[src/rtl/noc_pkg.sv]
// Shared types and defaults for the ring router arbitration blocks.
package noc_pkg;

  typedef enum logic {
    IDLE   = 1'b0,
    LOCKED = 1'b1
  } arb_state_t;

  localparam int ARB_N = 4;

endpackage

[src/rtl/rr_pick.sv]
// Combinational round-robin picker: first set bit of req searching from ptr upward, wrapping.
module rr_pick
  import noc_pkg::*;
#(
  parameter int N    = ARB_N,
  parameter int ID_W = $clog2(N)
) (
  input  logic [N-1:0]    req,
  input  logic [ID_W-1:0] ptr,
  output logic [N-1:0]    gnt,
  output logic [ID_W-1:0] gnt_id,
  output logic            any
);

  logic [N-1:0]   mask;
  logic [2*N-1:0] dbl;

  // Low half holds requests at or above ptr, high half the full vector,
  // so the lowest set bit of the pair is the wrapped round-robin winner.
  always_comb begin
    for (int i = 0; i < N; i++) begin
      mask[i] = (i >= int'(ptr));
    end
    dbl    = {req, req & mask};
    // NOTE: every output gets a default before any conditional write, so no latch is inferred.
    gnt    = '0;
    gnt_id = '0;
    any    = 1'b0;
    for (int i = 0; i < 2 * N; i++) begin
      if (!any && dbl[i]) begin
        any    = 1'b1;
        gnt_id = ID_W'(i % N);
      end
    end
    if (any) gnt[gnt_id] = 1'b1;
  end

endmodule

[src/rtl/rr_arbiter_lock.sv]
// N-way round-robin arbiter that holds the grant on one port until its tail flit transfers.
module rr_arbiter_lock
  import noc_pkg::*;
#(
  parameter int N    = ARB_N,
  parameter int ID_W = $clog2(N)
) (
  input  logic            clk,
  input  logic            reset,
  input  logic [N-1:0]    req,
  input  logic [N-1:0]    last,
  input  logic            ready,
  output logic [N-1:0]    gnt,
  output logic            gnt_valid,
  output logic [ID_W-1:0] gnt_id
);

  arb_state_t      state_q, state_d;
  logic [ID_W-1:0] ptr_q, ptr_d;
  logic [ID_W-1:0] owner_q, owner_d;

  logic [N-1:0]    pick_gnt;
  logic [ID_W-1:0] pick_id;
  logic            pick_any;

  logic [N-1:0]    gnt_raw;
  logic [ID_W-1:0] id_raw;
  logic            valid_raw;
  logic            tail;

  function automatic logic [ID_W-1:0] next_idx(input logic [ID_W-1:0] x);
    return (int'(x) == N - 1) ? '0 : x + 1'b1;
  endfunction

  rr_pick #(
    .N    (N),
    .ID_W (ID_W)
  ) u_pick (
    .req    (req),
    .ptr    (ptr_q),
    .gnt    (pick_gnt),
    .gnt_id (pick_id),
    .any    (pick_any)
  );

  // Grant depends only on req and registered state; ready/last only steer the next state.
  always_comb begin
    gnt_raw = '0;
    id_raw  = '0;
    if (state_q == IDLE) begin
      gnt_raw = pick_gnt;
      id_raw  = pick_id;
    end else if (req[owner_q]) begin
      gnt_raw[owner_q] = 1'b1;
      id_raw           = owner_q;
    end
    valid_raw = |gnt_raw;
    tail      = valid_raw && ready && last[id_raw];

    state_d = state_q;
    ptr_d   = ptr_q;
    owner_d = owner_q;
    unique case (state_q)
      IDLE: begin
        if (pick_any) begin
          if (tail) begin
            ptr_d = next_idx(pick_id);
          end else begin
            state_d = LOCKED;
            owner_d = pick_id;
          end
        end
      end
      LOCKED: begin
        if (tail) begin
          state_d = IDLE;
          ptr_d   = next_idx(owner_q);
        end
      end
      default: state_d = IDLE;
    endcase
  end

  // NOTE: state registers use non-blocking assignments so every flop samples pre-edge values.
  always_ff @(posedge clk) begin
    if (reset) begin
      state_q <= IDLE;
      ptr_q   <= '0;
      owner_q <= '0;
    end else begin
      state_q <= state_d;
      ptr_q   <= ptr_d;
      owner_q <= owner_d;
    end
  end

  assign gnt       = reset ? '0 : gnt_raw;
  assign gnt_valid = reset ? 1'b0 : valid_raw;
  assign gnt_id    = reset ? '0 : id_raw;

endmodule

[config.mk]
export PLATFORM = sky130hd
export DESIGN_NAME = rr_arbiter_lock
export DESIGN_NICKNAME = d
export VERILOG_FILES = /design/src/rtl/noc_pkg.sv /design/src/rtl/rr_pick.sv /design/src/rtl/rr_arbiter_lock.sv
export SDC_FILE = /design/constraint.sdc
export NUM_CORES = 1
export LEC_CHECK = 0
export ABC_AREA = 1
export ABC_CLOCK_PERIOD_IN_PS = 5200
export CAP_MARGIN = 40
export CORE_UTILIZATION = 53
export CTS_CLUSTER_DIAMETER = 80
export DETAILED_ROUTE_END_ITERATION = 7
export PLACE_DENSITY_LB_ADDON = 0.15
export RECOVER_POWER = 100
export SYNTH_ARGS = -nofsm -noshare
export SYNTH_HDL_FRONTEND = slang
export SYNTH_SLANG_ARGS = --single-unit
[constraint.sdc]
create_clock -name clk -period 5.2 [get_ports clk]
set_clock_uncertainty 0.2 [all_clocks]
set_input_delay 1.04 -clock clk [delete_from_list [all_inputs] [get_ports clk]]
set_output_delay 1.04 -clock clk [all_outputs]
set_load 0.02 [all_outputs]
== Yosys cells after proc, flatten, opt, wreduce, memory -nomap -nowiden ==
Index checks and enable logic that the tools add are counted.

* Register bits: 5
* Bits of input ports: 11
* Logic and storage cells: 82

* $add $sub $neg: 2
* $lt $le $gt $ge: 8
* Eq/ne operators: 5
* Muxes and demuxes: 40
* Bitwise gates (word level): 3
* Reduce and logical (&&, ||, !) cells: 21

{| class="wikitable"
|+ Operators by type and width
! kind !! number
|-
| 2-bit 2-to-1 mux || 14
|-
| 1-bit 2-to-1 mux || 16
|-
| 4-bit 2-to-1 mux || 4
|-
| 1-bit logical AND || 11
|-
| 2-bit by 3-bit < comparator with 1-bit output (second input constant) || 3
|-
| 1-bit zero test || 7
|-
| 3-bit AND reduction || 2
|-
| 2-bit by 1-bit adder with 2-bit output (second input constant) || 2
|-
| 4-bit AND || 1
|-
| 1-bit binary-select mux with 2-bit select || 2
|-
| 1-bit demux with 2-bit select || 2
|-
| 2-bit by 1-bit equality test with 1-bit output (second input constant) || 2
|-
| 1-bit by 2-bit greater-or-equal comparator with 1-bit output (first input constant) || 2
|-
| 2-bit by 1-bit greater-or-equal comparator with 1-bit output (second input constant) || 2
|-
| 2-bit != test (second input constant) || 2
|-
| 2-bit case mux with 2 select lines || 1
|-
| 4-bit OR reduction || 1
|-
| 2-bit greater-or-equal comparator (first input constant) || 1
|-
| 2-bit by 1-bit != test with 1-bit output (second input constant) || 1
|-
| 1-bit inverter || 2
|-
| 1-bit case mux with 2 select lines || 1
|}

== Logic depth before layout (Yosys ltp) ==
* Depth in word-level cells: 36
* Mapped depth: 18
* Gate-level depth less buffers: 18

== By module ==
A second synthesis with hierarchy kept.

* Cells, all modules: 132
* Area total of the unflattened synthesis: 742.0 µm²

{| class="wikitable"
|+ By module, submodules not included
! module !! times used !! cells an instance !! area each (µm²) !! sequential area each (µm²)
|-
| rr_arbiter_lock || 1 || 103 || 590.6 || 100.1
|-
| rr_pick || 1 || 29 || 151.4 || 0.0
|}

== Worst setup path before layout ==
No wires, ideal clock.

* Kind: input -> output
* Start: input req[3]
* End: output gnt_valid
* Arrival: 2244 ps
* Required time: 3960 ps
* Setup slack: 1716 ps
* Cell stages on the path: 10
* Cell sequence: inv_1 -> nand2_4 -> nor2_8 -> nand3_1 -> nand2_1 -> ha_1 -> nand3_2 -> nand2_2 -> nor2_2 -> a21oi_1

* Longest elaborated chain between the ends: 23
* Elaborated cells on any way between the ends: 32

{| class="wikitable"
|+ RTL lines
! item !! RTL line !! text
|-
| start: declaration || rr_arbiter_lock.sv:10 || <nowiki>input logic [N-1:0] req,</nowiki>
|-
| 4-bit AND || rr_pick.sv:24 || <nowiki>dbl = {req, req & mask};</nowiki>
|-
| 1-bit logical AND || rr_pick.sv:30 || <nowiki>if (!any && dbl[i]) begin</nowiki>
|-
| 1-bit 2-to-1 mux || rr_pick.sv:30 ||
|-
| 1-bit zero test || rr_pick.sv:30 ||
|-
| 1-bit logical AND || rr_pick.sv:30 ||
|-
| 1-bit 2-to-1 mux || rr_pick.sv:30 ||
|-
| 1-bit zero test || rr_pick.sv:30 ||
|-
| 1-bit logical AND || rr_pick.sv:30 ||
|-
| (+7 left out) || - ||
|-
| named net pick_id[0] || rr_arbiter_lock.sv:23 || <nowiki>logic [ID_W-1:0] pick_id;</nowiki>
|-
| 2-bit by 3-bit < comparator with 1-bit output (not written as such) or 2-bit by 1-bit greater-or-equal comparator with 1-bit output (tied branches) || rr_pick.sv:35 || <nowiki>if (any) gnt[gnt_id] = 1'b1;</nowiki>
|-
| 1-bit logical AND (not written as such) || rr_pick.sv:35 ||
|-
| 1-bit 2-to-1 mux (not written as such) || rr_pick.sv:35 ||
|-
| 1-bit demux with 2-bit select (*) || - ||
|-
| 4-bit 2-to-1 mux (*) || rr_pick.sv:35 ||
|-
| 4-bit 2-to-1 mux (*) || rr_arbiter_lock.sv:50 || <nowiki>if (state_q == IDLE) begin</nowiki>
|-
| 4-bit OR reduction (*) || rr_arbiter_lock.sv:57 || <nowiki>valid_raw = |gnt_raw;</nowiki>
|-
| 1-bit 2-to-1 mux (*) || rr_arbiter_lock.sv:98 || <nowiki>assign gnt_valid = reset ? 1'b0 : valid_raw;</nowiki>
|-
| end: declaration || rr_arbiter_lock.sv:14 || <nowiki>output logic gnt_valid,</nowiki>
|}

Mark *: on every way through the listed nets, which the timed path passes. The rest lies on a longest branch. The select of a mux whose other input is x is not followed.

== Worst setup path in the final report ==
* Start: input req[1]
* End: output gnt_valid

* Longest elaborated chain between the ends: 29
* Elaborated cells on any way between the ends: 40

{| class="wikitable"
|+ RTL lines
! item !! RTL line
|-
| 4-bit AND || rr_pick.sv:24
|-
| 1-bit logical AND || rr_pick.sv:30
|-
| 1-bit 2-to-1 mux || rr_pick.sv:30
|-
| 1-bit zero test || rr_pick.sv:30
|-
| 1-bit logical AND || rr_pick.sv:30
|-
| 1-bit 2-to-1 mux || rr_pick.sv:30
|-
| 1-bit zero test || rr_pick.sv:30
|-
| 1-bit logical AND || rr_pick.sv:30
|-
| (+13 left out) || -
|-
| named net pick_id[0] || rr_arbiter_lock.sv:23
|-
| 2-bit by 3-bit < comparator with 1-bit output (not written as such) or 2-bit by 1-bit greater-or-equal comparator with 1-bit output (tied branches) || rr_pick.sv:35
|-
| 1-bit logical AND (not written as such) || rr_pick.sv:35
|-
| 1-bit 2-to-1 mux (not written as such) || rr_pick.sv:35
|-
| 1-bit demux with 2-bit select (*) || -
|-
| 4-bit 2-to-1 mux (*) || rr_pick.sv:35
|-
| 4-bit 2-to-1 mux (*) || rr_arbiter_lock.sv:50
|-
| 4-bit OR reduction (*) || rr_arbiter_lock.sv:57
|-
| 1-bit 2-to-1 mux (*) || rr_arbiter_lock.sv:98
|}

Marks and branches as above.

==> run_results.csv <==
group,metric,value,unit
finish,area_delta_synth_final,23.40,%
critical_path,cp_slowest_cell,"dlygate4sd3_1",
power,powerDensity,476.4,nW/µm²
logic_synthesis,synth_top_family_by_area,"simple AND/OR/NAND/NOR gates",
clocking,clock_latency,0.24,ns
power,peakVddDrop,0.2825,mV
critical_path,crit_arrival,3.45,ns
logic_synthesis,synth_compound_area_share,9.615,%
grt,grt_max_degree,12,
floorplanning,die_h,40.38,µm
clocking,hold_buffers,0,
logic_synthesis,synth_xor_area_share,0,%
clocking,tritoncts,"yes",
finish,final_area,963.4,µm²
finish,final_common_cell,"nand2_1",
timing,fin_tns_setup,0,ns
routing,firstDrtPassIters,4,
clocking,clkTransAtPathRegs,0.04,ns
finish,fillers,108,
floorplanning,ios,18,
critical_path,crit_fanout,4,
grt,grt_overflow,0,
critical_path,critical_path_required,3.96,ns
routing,drc,0,
routing,routed_wl,1.687,mm
timing,worst_pin_slew,0.4337,ns
routing,vias,758,
run_status,status,"complete, no violations",
placed_design,port_buffers,17,
timing,max_slew_margin,71.06,%
timing,fmax,213.0,MHz
critical_path,crit_type,"in -> out",
job,maxCapViolCount,0,
routing,wl_per_cell,11.48,µm
critical_path,critical_path.cell_chain,"dlygate4sd3_1 > nand2_1 > nand2_4 > nor2_8 > nand3_1 > nand2_1 > inv_1 > ha_1 > nand3_2 > nand2_2 > nor2_1 > a21oi_1 > clkdlybuf4s50_1",
routing,ant_nets,0,
timing,setup_viol,0,
power,p_total,458.9,µW
logic_synthesis,seq_area_frac_synth,12.82,%
floorplanning,die_area,1631,µm²
finish,drive_above_1_share,21.97,%
clocking,clk_path_buf_depth,2,
timing,final_hold_viol_count,0,
placed_design,hpwl,1.443,mm
critical_path,cp-start-kind,"input pin",
floorplanning,initial_utilization,58.54,%
routing,viasPerCell,5.156,
floorplanning,num_rows,13,
grt,grt_pass1_wl,2.615,mm
clocking,cts_root_buf,"clkbuf_4",
timing,rsz0062_at_grt,"no",
grt,grt_pass1_vias,624,
finish,fin_nets,152,
grt,track_usage,24.49,%
critical_path,cp_slowest_stage_delay,0.60,ns
logic_synthesis,synth_nets,133,
placed_design,place_area,947.2,µm²
logic_synthesis,avgSynthCellArea,6.849,µm²
finish,antenna_cells,0,
clocking,cts_made_buffers,3,
clocking,cts_max_level,1,
timing,slew_violations,0,
placed_design,place_congestion,0.9101,
logic_synthesis,synth_cell_types,24,
logic_synthesis,yosys_warnings,0,
routing,drtIter0Drc,13,
logic_synthesis,yosys-mux-area-fraction,0,%
critical_path,rrSetupSlack,2.67,ns
power,leakage,0.4998,nW
logic_synthesis,syn_inst,114,
clocking,post_cts_resized,0,
min_path,hold_class,"reg -> reg",
clocking,post-cts-setup-buffers,0,
floorplanning,core,1334,µm²
logic_synthesis,synthAdderAreaFrac,12.82,%
finish,layout_common_cells,"nand2_1, nor2_1, nand3_1",
logic_synthesis,syn_area,780.7,µm²
clocking,cts_sinks,5,
timing,fin_crit_sh,90.29,%
logic_synthesis,synth_simple_gate_area_share,55.61,%
critical_path,worstSetupEndpointType,"output pin",
timing,finalCriticalPeriod,4.695,ns
critical_path,cp_common_cell,"nand2_1",
floorplanning,die_x,40.38,µm
logic_synthesis,ys_seq_elements,5,
finish,multi_input_area,599.3,µm²
grt,antenna_found_initial,0,
finish,seq_area,100.1,µm²
-- Yosys cell counts --
cell | number | area (µm²)
nor2_2 | 2 | 12.51
nand4_1 | 1 | 6.260
buf_2 | 1 | 5.000
nand2_2 | 9 | 56.30
nor2_1 | 12 | 45.04
clkbuf_8 | 1 | 13.76
o21ai_1 | 2 | 10.01
nand3_2 | 7 | 70.07
inv_1 | 10 | 37.54
nand2_4 | 3 | 33.78
nand3_4 | 1 | 17.52
nand2_1 | 24 | 90.09
nand3_1 | 12 | 60.06
a211oi_2 | 1 | 12.51
dfxtp_1 | 5 | 100.1
a21oi_1 | 5 | 25.02
ha_1 | 8 | 100.1
buf_1 | 1 | 3.750
o31ai_1 | 1 | 7.510
o211ai_2 | 1 | 12.51
nor2_8 | 1 | 20.02
a21boi_1 | 1 | 7.510
inv_2 | 3 | 11.26
nor2_4 | 2 | 22.52
-- final cells by class --
cell class | instances | area share (%)
inverter | 13 | 5.065
sequential | 5 | 10.39
multi-input combinational | 93 | 62.21
timing repair buffer | 17 | 17.66
tap | 15 | 1.948
clock buffer | 4 | 2.727
-- layer usage --
metal / GRT usage, % / up-vias / wire [µm]
li1: - / 404 / -
met2: 36.90 / 9 / 825
met4: 12.50 / 0 / 13
met1: 33.33 / 343 / 825
met5: 0 / - / 0
met3: 3.333 / 2 / 22
-- registers in the layout, indices dropped and copies added (netlist names) --
name / cells
owner_q: 2
state_q: 1
ptr_q: 2
-- where the power goes --
part | internal [mW] | switching, mW | total [mW]
registers | 0.0552 | 0.0258 | 0.0810
logic | 0.124 | 0.209 | 0.333
clock network | 0.0290 | 0.0160 | 0.0451
total | 0.208 | 0.251 | 0.459
-- critical path, delay by kind of cell --
family | cells | cell delay (ns)
AND/OR/NAND/NOR | 8 | 0.87
AO/OA/AOI/OAI | 1 | 0.08
adder cells (fa/ha/maj) | 1 | 0.21
buffers and inverters | 3 | 1.24
-- metrics by stage --
stage | cells | util, % | setup slack, ns | hold WS (ns)
after global placement | 143 | 71.01 | 0.7261 | 0.3190
after floorplan | 114 | - | 1.716 | 0.2872
final | 147 | 72.23 | 0.5051 | 0.3452
after global routing | 147 | 72.23 | 0.3405 | 0.3889
after detailed placement | 143 | 71.01 | 0.6657 | 0.3374
after CTS | 147 | 72.98 | 0.6657 | 0.3423
-- kinds of logic (layout without fill, tap and decap cells) --
family          count (synthesis)  after routing
simple gates                   74             74
compound gates                 11             11
buf+inv                        16             34
fa+ha+maj                       8              8
flops                           5              5
-- final timing paths --
kind / start / to / cells past startpoint
hold reg to reg: ptr_q[1] / ptr_q[1] / 2
setup / recovery: req[1] / gnt_valid / 13
hold / removal: ptr_q[1] / ptr_q[1] / 2
setup reg to reg: ptr_q[1] / owner_q[0] / 18
Note: power is estimated with default switching activity, not from simulation.
